### config.mk
export PLATFORM = sky130hd
export DESIGN_NAME = prog_loader
export DESIGN_NICKNAME = d
export VERILOG_FILES = /design/src/rtl/prog_loader_pkg.sv /design/src/rtl/prog_loader_uart_rx.sv /design/src/rtl/prog_loader.sv
export SDC_FILE = /design/constraint.sdc
export NUM_CORES = 1
export LEC_CHECK = 0
export ABC_AREA = 1
export CORE_UTILIZATION = 30
export CTS_BUF_LIST = sky130_fd_sc_hd__clkbuf_4
export CTS_CLUSTER_DIAMETER = 50
export CTS_CLUSTER_SIZE = 10
export DETAILED_ROUTE_END_ITERATION = 6
export DONT_BUFFER_PORTS = 1
export GPL_TIMING_DRIVEN = 1
export PLACE_DENSITY_LB_ADDON = 0.12
export SYNTH_ARGS = -nofsm -noshare
export SYNTH_HDL_FRONTEND = slang
export SYNTH_SLANG_ARGS = --single-unit
### constraint.sdc
create_clock -name clk -period 2 [get_ports clk]
set_input_delay 0.3 -clock clk [delete_from_list [all_inputs] [get_ports clk]]
set_output_delay 0.3 -clock clk [all_outputs]
set_load 0.03 [all_outputs]
### src/rtl/prog_loader_pkg.sv
// Shared encodings for the program loader: loader/receiver state values and default bit timing.
package prog_loader_pkg;

    localparam int DEFAULT_CLKS_PER_BIT = 104;

    typedef enum logic [2:0] {
        ST_WAIT_LEN = 3'd0,
        ST_LOAD     = 3'd1,
        ST_CHECK    = 3'd2,
        ST_RUN      = 3'd3,
        ST_ERROR    = 3'd4
    } ld_state_e;

    typedef enum logic [1:0] {
        RX_IDLE  = 2'd0,
        RX_START = 2'd1,
        RX_DATA  = 2'd2,
        RX_STOP  = 2'd3
    } rx_state_e;

endpackage

### src/rtl/prog_loader_uart_rx.sv
// 8N1 UART receiver with 2-flop synchronizer; rx_valid/rx_frame_err pulse 1 cycle after the stop-bit centre.
// No backpressure: each byte is presented for exactly one cycle.
module uart_rx
    import prog_loader_pkg::*;
#(
    parameter int CLKS_PER_BIT = DEFAULT_CLKS_PER_BIT
) (
    input  logic       clk,
    input  logic       rst_n,
    input  logic       rx,
    output logic [7:0] rx_data,
    output logic       rx_valid,
    output logic       rx_frame_err
);

    localparam int CW = $clog2(CLKS_PER_BIT + 1);

    rx_state_e     r_state;
    rx_state_e     w_state_nxt;
    logic [1:0]    r_sync;
    logic          r_rx_d;
    logic [CW-1:0] r_cnt;
    logic [2:0]    r_bitcnt;
    logic [7:0]    r_shift;
    logic          r_valid;
    logic          r_ferr;
    logic          w_rx;
    logic          w_half;
    logic          w_full;
    logic          w_cnt_clr;
    logic          w_sample;
    logic          w_stop_sample;

    assign w_rx   = r_sync[1];
    assign w_half = (r_cnt == CW'(CLKS_PER_BIT / 2 - 1));
    assign w_full = (r_cnt == CW'(CLKS_PER_BIT - 1));

    always_comb begin
        w_state_nxt   = r_state;
        w_cnt_clr     = 1'b0;
        w_sample      = 1'b0;
        w_stop_sample = 1'b0;
        case (r_state)
            RX_IDLE: begin
                if (r_rx_d && !w_rx) begin
                    w_state_nxt = RX_START;
                    w_cnt_clr   = 1'b1;
                end
            end
            RX_START: begin
                // Line back high at mid-start means a glitch, not a frame.
                if (w_half) begin
                    w_cnt_clr   = 1'b1;
                    w_state_nxt = w_rx ? RX_IDLE : RX_DATA;
                end
            end
            RX_DATA: begin
                if (w_full) begin
                    w_cnt_clr = 1'b1;
                    w_sample  = 1'b1;
                    if (r_bitcnt == 3'd7) w_state_nxt = RX_STOP;
                end
            end
            RX_STOP: begin
                if (w_full) begin
                    w_stop_sample = 1'b1;
                    w_state_nxt   = RX_IDLE;
                end
            end
            default: w_state_nxt = RX_IDLE;
        endcase
    end

    always_ff @(posedge clk or negedge rst_n) begin
        if (!rst_n) begin
            r_state  <= RX_IDLE;
            r_sync   <= 2'b11;
            r_rx_d   <= 1'b1;
            r_cnt    <= '0;
            r_bitcnt <= '0;
            r_shift  <= '0;
            r_valid  <= 1'b0;
            r_ferr   <= 1'b0;
        end else begin
            r_state  <= w_state_nxt;
            r_sync   <= {r_sync[0], rx};
            r_rx_d   <= w_rx;
            r_cnt    <= w_cnt_clr ? '0 : r_cnt + 1'b1;
            if (r_state == RX_START) r_bitcnt <= '0;
            else if (w_sample)       r_bitcnt <= r_bitcnt + 1'b1;
            if (w_sample) r_shift <= {w_rx, r_shift[7:1]};
            r_valid  <= w_stop_sample & w_rx;
            r_ferr   <= w_stop_sample & ~w_rx;
        end
    end

    assign rx_data      = r_shift;
    assign rx_valid     = r_valid;
    assign rx_frame_err = r_ferr;

endmodule

### src/rtl/prog_loader.sv
// Loads a length-prefixed UART image into RAM, then releases the CPU; PROG_LOADER_CHECKSUM_EN adds a trailing checksum.
// RAM write 1 cycle after each byte-valid; no backpressure, the RAM must take every strobe.
module prog_loader
    import prog_loader_pkg::*;
#(
    parameter int CLKS_PER_BIT = DEFAULT_CLKS_PER_BIT,
    parameter int ADDR_W       = 8
) (
    input  logic              clk,
    input  logic              rst_n,
    input  logic              rx,
    output logic              wr_enable,
    output logic [ADDR_W-1:0] addr_bus,
    output logic [7:0]        wdata,
    output logic              cpu_run,
    output logic              busy,
    output logic              err
);

    localparam logic [ADDR_W:0] FULL_LEN = (ADDR_W + 1)'(256);

    ld_state_e         r_state;
    ld_state_e         w_state_nxt;
    logic [ADDR_W:0]   r_len;
    logic [ADDR_W:0]   r_addr;
    logic [ADDR_W-1:0] r_addr_out;
    logic [7:0]        r_wdata;
    logic              r_wr_en;
    logic [ADDR_W:0]   w_addr_inc;
    logic              w_last;
    logic              w_latch_len;
    logic              w_write;
    logic [7:0]        w_rx_data;
    logic              w_rx_valid;
    logic              w_rx_ferr;
`ifdef PROG_LOADER_CHECKSUM_EN
    logic [7:0]        r_sum;
`endif

    uart_rx #(.CLKS_PER_BIT(CLKS_PER_BIT)) u_uart_rx (
        .clk          (clk),
        .rst_n        (rst_n),
        .rx           (rx),
        .rx_data      (w_rx_data),
        .rx_valid     (w_rx_valid),
        .rx_frame_err (w_rx_ferr)
    );

    assign w_addr_inc = r_addr + 1'b1;
    assign w_last     = (w_addr_inc == r_len);

    always_comb begin
        w_state_nxt = r_state;
        w_latch_len = 1'b0;
        w_write     = 1'b0;
        case (r_state)
            ST_WAIT_LEN: begin
                if (w_rx_valid) begin
                    w_latch_len = 1'b1;
                    w_state_nxt = ST_LOAD;
                end
            end
            ST_LOAD: begin
                if (w_rx_ferr) begin
                    w_state_nxt = ST_ERROR;
                end else if (w_rx_valid) begin
                    w_write = 1'b1;
                end else if (r_wr_en && w_last) begin
`ifdef PROG_LOADER_CHECKSUM_EN
                    w_state_nxt = ST_CHECK;
`else
                    w_state_nxt = ST_RUN;
`endif
                end
            end
`ifdef PROG_LOADER_CHECKSUM_EN
            ST_CHECK: begin
                if (w_rx_ferr)       w_state_nxt = ST_ERROR;
                else if (w_rx_valid) w_state_nxt = (w_rx_data == r_sum) ? ST_RUN : ST_ERROR;
            end
`endif
            ST_RUN:   w_state_nxt = ST_RUN;
            ST_ERROR: w_state_nxt = ST_ERROR;
            default:  w_state_nxt = ST_WAIT_LEN;
        endcase
    end

    always_ff @(posedge clk or negedge rst_n) begin
        if (!rst_n) begin
            r_state <= ST_WAIT_LEN;
        end else begin
            r_state <= w_state_nxt;
        end
    end

    // The strobed address is captured separately so the bus holds the last written address in RUN.
    always_ff @(posedge clk or negedge rst_n) begin
        if (!rst_n) begin
            r_len      <= '0;
            r_addr     <= '0;
            r_addr_out <= '0;
            r_wdata    <= '0;
            r_wr_en    <= 1'b0;
        end else begin
            r_wr_en <= w_write;
            if (w_latch_len) begin
                r_len  <= (w_rx_data == 8'd0) ? FULL_LEN : (ADDR_W + 1)'(w_rx_data);
                r_addr <= '0;
            end else if (r_wr_en) begin
                r_addr <= w_addr_inc;
            end
            if (w_write) begin
                r_wdata    <= w_rx_data;
                r_addr_out <= r_addr[ADDR_W-1:0];
            end
        end
    end

`ifdef PROG_LOADER_CHECKSUM_EN
    always_ff @(posedge clk or negedge rst_n) begin
        if (!rst_n) begin
            r_sum <= '0;
        end else if (w_latch_len) begin
            r_sum <= '0;
        end else if (w_write) begin
            r_sum <= r_sum + w_rx_data;
        end
    end
`endif

    assign wr_enable = r_wr_en;
    assign addr_bus  = r_addr_out;
    assign wdata     = r_wdata;
    assign busy      = (r_state == ST_LOAD) || (r_state == ST_CHECK);
    assign cpu_run   = (r_state == ST_RUN);
    assign err       = (r_state == ST_ERROR);

endmodule
## Word level (Yosys, flattened, before mapping)

Cells that the tools add are included.

- Bits in registers: 63
- Input port bits: 3
- Output and inout bits: 20
- Word-level logic and storage cells: 78

- Add/subtract/negate cells: 3
- Equality and inequality tests: 19
- Multiplexer cells: 28
- Bitwise gates (word level): 3
- Reduce and logical (&&, ||, !) cells: 11

Operators by type and width:

| operator | number |
|---|---|
| 9-bit 2-to-1 mux | 3 |
| 3-bit 2-to-1 mux | 6 |
| 2-bit 2-to-1 mux | 6 |
| 2-bit by 1-bit != test with 1-bit output (second input constant) | 6 |
| 3-bit case mux with 4 select lines | 1 |
| 9-bit by 1-bit adder with 9-bit output (second input constant) | 1 |
| 9-bit == test | 1 |
| 1-bit 2-to-1 mux | 9 |
| 8-bit logical NOT | 1 |
| 2-bit case mux with 4 select lines | 1 |
| 7-bit by 1-bit adder with 7-bit output (second input constant) | 1 |
| 7-bit by 6-bit == test with 1-bit output (second input constant) | 1 |
| 7-bit == test (second input constant) | 1 |
| 7-bit 2-to-1 mux | 1 |
| 3-bit by 2-bit == test with 1-bit output (second input constant) | 2 |
| 3-bit == test (second input constant) | 2 |
| 5-bit AND reduction | 1 |
| 2-bit == test (second input constant) | 2 |
| 2-bit nonzero test | 2 |
| 3-bit by 1-bit adder with 3-bit output (second input constant) | 1 |
| 3-bit by 1-bit == test with 1-bit output (second input constant) | 1 |
| 3-bit logical NOT | 1 |
| 3-bit by 2-bit != test with 1-bit output (second input constant) | 1 |
| 3-bit != test (second input constant) | 1 |
| other kinds (9) | 11 |

## Longest topological paths before layout

- Word-level depth: 7
- Depth in mapped cells: 13
- Depth with buffers taken out: 13

## Cells and area by module

Synthesis repeated with hierarchy kept, for this count alone.

- Cells, all modules: 358
- Area total of the unflattened synthesis: 2952.8 um^2

By module, submodules not included:

| module | times used | cells each | area each (um^2) | seq. area each (um^2) |
|---|---|---|---|---|
| prog_loader | 1 | 230 | 1816.7 | 950.9 |
| uart_rx | 1 | 128 | 1136.1 | 629.4 |

## Least setup slack after synthesis

OpenSTA, ideal clock, no wires.

- Kind: register to register
- Start point: register r_addr[0]
- End point: register r_state[1]
- Setup time: 70 ps
- Arrival time: 1433 ps
- Required time: 1930 ps
- Path slack: 497 ps
- Cell stages (with the launch flop): 13
- Path buffers: 0
- Period minus slack after synthesis: 1503 ps
- Cell sequence: dfrtp_1 ha_1 nand2_1 nand2_1 nor2_1 nand2_1 nor2_1 nand3_1 nor2_1 nand4_1 nand2_1 nand2_1 nor2_2

- Longest elaborated chain between the ends: 5

RTL lines:

| element | RTL line | RTL |
|---|---|---|
| start, declared | prog_loader.sv:25 | `logic [ADDR_W:0] r_addr;` |
| start signal, assigned | prog_loader.sv:110 | `r_addr <= w_addr_inc;` |
| 9-bit by 1-bit adder with 9-bit output | prog_loader.sv:49 | `assign w_addr_inc = r_addr + 1'b1;` |
| 9-bit == test | prog_loader.sv:50 | `assign w_last = (w_addr_inc == r_len);` |
| 1-bit logical AND | prog_loader.sv:68 | `end else if (r_wr_en && w_last) begin` |
| 3-bit by 2-bit != test with 1-bit output (no line) | -- |  |
| 3-bit AND reduction (no line) | -- |  |
| end signal, assigned | prog_loader.sv:92 | `r_state <= w_state_nxt;` |
| end, declared | prog_loader.sv:22 | `ld_state_e r_state;` |

Every way passes these cells.
A chain may end at the register's enable or synchronous reset.

## Worst setup path in the final report

- Start point: register r_state[1]
- End point: output err

- Longest elaborated chain between the ends: 1

RTL lines:

| element | RTL line | RTL |
|---|---|---|
| 3-bit == test | prog_loader.sv:136 | `assign err = (r_state == ST_ERROR);` |
| end, declared | prog_loader.sv:17 | `output logic err` |

Every way passes these cells.

==> results.txt <==
status - finished, final reports clean
die area - 9860 um2
GRT Resource Usage Total - 0.137
Post-Syn Instances - 325
Syn. warnings - 0
RePlAce Congestion - 0.805
DIE HEIGHT - 99.3 um
Final Max Slew Viols - 0
diode count - 0
fin crit share - 0.889
Synth top cells by count - nand2_1, dfrtp_1, inv_1, o21ai_0, nor2_1
vias in the first global route - 2120
area of the multi-input gates - 1090 um2
worst rel slew slack - 0.334
1st-iter DRT viols - 110
Mapped Avg Cell Area - 8.74 um2
PwrDens - 835 nW/um2
clk_lat worst skew - 0.41 ns
port bufs - 0
top post-synthesis cells by area - dfrtp_1, nand2_1, o21ai_0, inv_1, nor2_1
Final Hold Viols - 0
post-route minimum period - 1.78 ns
clock skew - 0.0161 ns
Core Rows - 35
critical path launch point type - flip-flop
post_cts resized - 0
Synth cell types - 32
Vias - 2079
Max FO, Critical Path - 4
Post-synth ARST share - 1.00
drt pass-1 iters - 4
Worst Path Arrival - 1.48 ns
DRT Wirelength - 5890 um
Root Driver - clkbuf_4
Top FF cell, synth - dfrtp_1
largest net degree at the start of global routing - 64
H-tree depth - 3
CTS tree - built
MaxCap Viol Count - 0
synthesis-to-finish area growth - 13.1%
share of the synthesized area in the top cell type - 0.528
DRC viols - 0
Synth area leader - dfrtp_1
hold_ws - 0.362 ns
Mapped Nets - 332
slowest CP cell - dfrtp_1
clock-pin slew on the worst setup and hold paths - 0.10 ns
Layout Nets - 347
post-synthesis sequential area ratio - 0.556
Max IR drop VDD - 363 uV
worst-path cell chain - nor2_1, inv_1, nor2_1
CP peak stage delay - 0.44 ns
top-count cell post-synth - nand2_1
Seq. cell area - 1580 um2
Worst setup EP type - output port
post-layout util - 0.349
Via density - 4.56
crit path kind - reg2out
Placeable Area - 9200 um2
Post-Synthesis Cell Area - 2840 um2
Post-CTS Setup Inserts - 0
per-cell routed wire length - 12.9 um
CTS Sinks - 63
fillcell total - 983
grt ovf - 0
Num CTS Buffers - 9
HPWL Detailed - 4100 um
RSZ-0062 raised after global routing - no
Max Fclk - 0.562 GHz
most frequent CP cell - nor2_1
Hold Buf Count CTS - 3
initial antenna violation count - 0
leak pwr - 0.00146 uW
setup tns final - 0 ns
first-pass GRT wire length - 10300 um
initial core utilization - 0.309
flops & latches, synth - 63
antenna-violating nets left - 0
share of cells above drive strength 1 - 0.122
die width - 99.3 um
Required @ worst endpoint - 1.70 ns
Finish-stage setup viols - 0
Worst Hold Class - reg2reg
worst-case clock buffer depth - 2
number of synthesized flops with an enable pin - 0
actual slew at the worst max-slew pin - 0.983 ns
I/O Pins - 23
## registers in the layout, indices dropped and copies added (netlist names), named ones only
register,count
r_addr,9
r_len,9
wr_enable,1
u_uart_rx.r_rx_d,1
u_uart_rx.r_sync,2
u_uart_rx.rx_frame_err,1
u_uart_rx.rx_data,8
wdata,8
u_uart_rx.r_state,1
addr_bus,8
r_state,3
u_uart_rx.rx_valid,1
u_uart_rx.r_cnt,7
u_uart_rx.r_bitcnt,3
## through the flow
step           cell area (um2)  setup slack [ns]  power (uW)  cells
2_1_floorplan             2840             0.497        1620    325
3_3_place_gp              3010             0.287        1680    437
3_5_place_dp              3010             0.269        1680    437
4_1_cts                   3210             0.175        2750    456
5_1_grt                   3210            0.0847        2860    456
6_report                  3210             0.221        2680    456
## critical path, delay by kind of cell, from the launching register on
family,cells,cell delay [ns]
flops,1,0.44
buf+inv,1,0.07
simple gates,2,0.56
## final timing paths
kind / startpoint / endpoint / slack [ns] / cells past startpoint
max: r_state[1]$_DFFE_PN0P_ / err / 0.22 / 3
min: u_uart_rx.r_sync[0]$_DFF_PN1_ / u_uart_rx.r_sync[1]$_DFF_PN1_ / 0.36 / 0
max reg2reg: r_addr[0]$_DFFE_PN0P_ / r_state[1]$_DFFE_PN0P_ / 0.31 / 12
min reg2reg: u_uart_rx.r_sync[0]$_DFF_PN1_ / u_uart_rx.r_sync[1]$_DFF_PN1_ / 0.36 / 0
max in group asynchronous: rst_n / u_uart_rx.r_sync[1]$_DFF_PN1_ / 1.27 / 2
min in group asynchronous: rst_n / r_len[5]$_DFFE_PN0P_ / 0.42 / 2
## layout by cell type (no fill, tap or decap), types with 2 or more instances in the layout
| cell type | count |
|---|---|
| nand2_1 | 88 |
| dfrtp_1 | 60 |
| inv_1 | 36 |
| o21ai_0 | 36 |
| nor2_1 | 33 |
| nand3_1 | 12 |
| clkbuf_4 | 10 |
| o22ai_1 | 7 |
| buf_4 | 7 |
| xor2_1 | 4 |
| ha_1 | 4 |
| inv_2 | 3 |
| a32o_1 | 3 |
| a21oi_1 | 3 |
| o21ai_1 | 3 |
| nand3_2 | 3 |
| dfstp_2 | 3 |
| nand2_2 | 2 |
| nor3_1 | 2 |
| nor3b_1 | 2 |
| o21ai_2 | 2 |
| nand3b_1 | 2 |
| nor2_2 | 2 |
| nor2_4 | 2 |
| bufinv_16 | 2 |
| clkinv_2 | 2 |
| clkinvlp_4 | 2 |
| dlygate4sd3_1 | 2 |
## kinds of logic after synthesis
kind of cell | Yosys count | synth area share
xor gates and xnor gates | 5 | 0.0203
DFF | 63 | 0.556
buffers and inverters | 45 | 0.0612
AOI/OAI and AO/OA | 57 | 0.114
and+or+nand+nor | 151 | 0.230
adders and majority gates | 4 | 0.0176
## report_power, final
group | internal (uW) | switching, uW | leakage [uW]
Sequential | 1350 | 71.7 | 0.000858
Clock | 516 | 479 | 0.0000824
Combinational | 108 | 159 | 0.000515
Total | 1970 | 709 | 0.00146
## layout make-up
type | instances | area share
Clock buffer | 10 | 0.0234
Clock inverter | 6 | 0.0265
Inverter | 39 | 0.0456
Multi-Input combinational cell | 217 | 0.338
Sequential cell | 63 | 0.492
Tap cell | 111 | 0.0432
Timing Repair Buffer | 10 | 0.0312
## metal layers
metal | vias to the layer above | track usage | routed length, um
met4 | 0 | 0.0441 | 64
met1 | 956 | 0.165 | 2800
li1 | 1085 | - | -
met2 | 28 | 0.230 | 2790
met3 | 10 | 0.0478 | 230
met5 | - | 0 | 0
No activity file was read; power rests on OpenSTA's default activity.
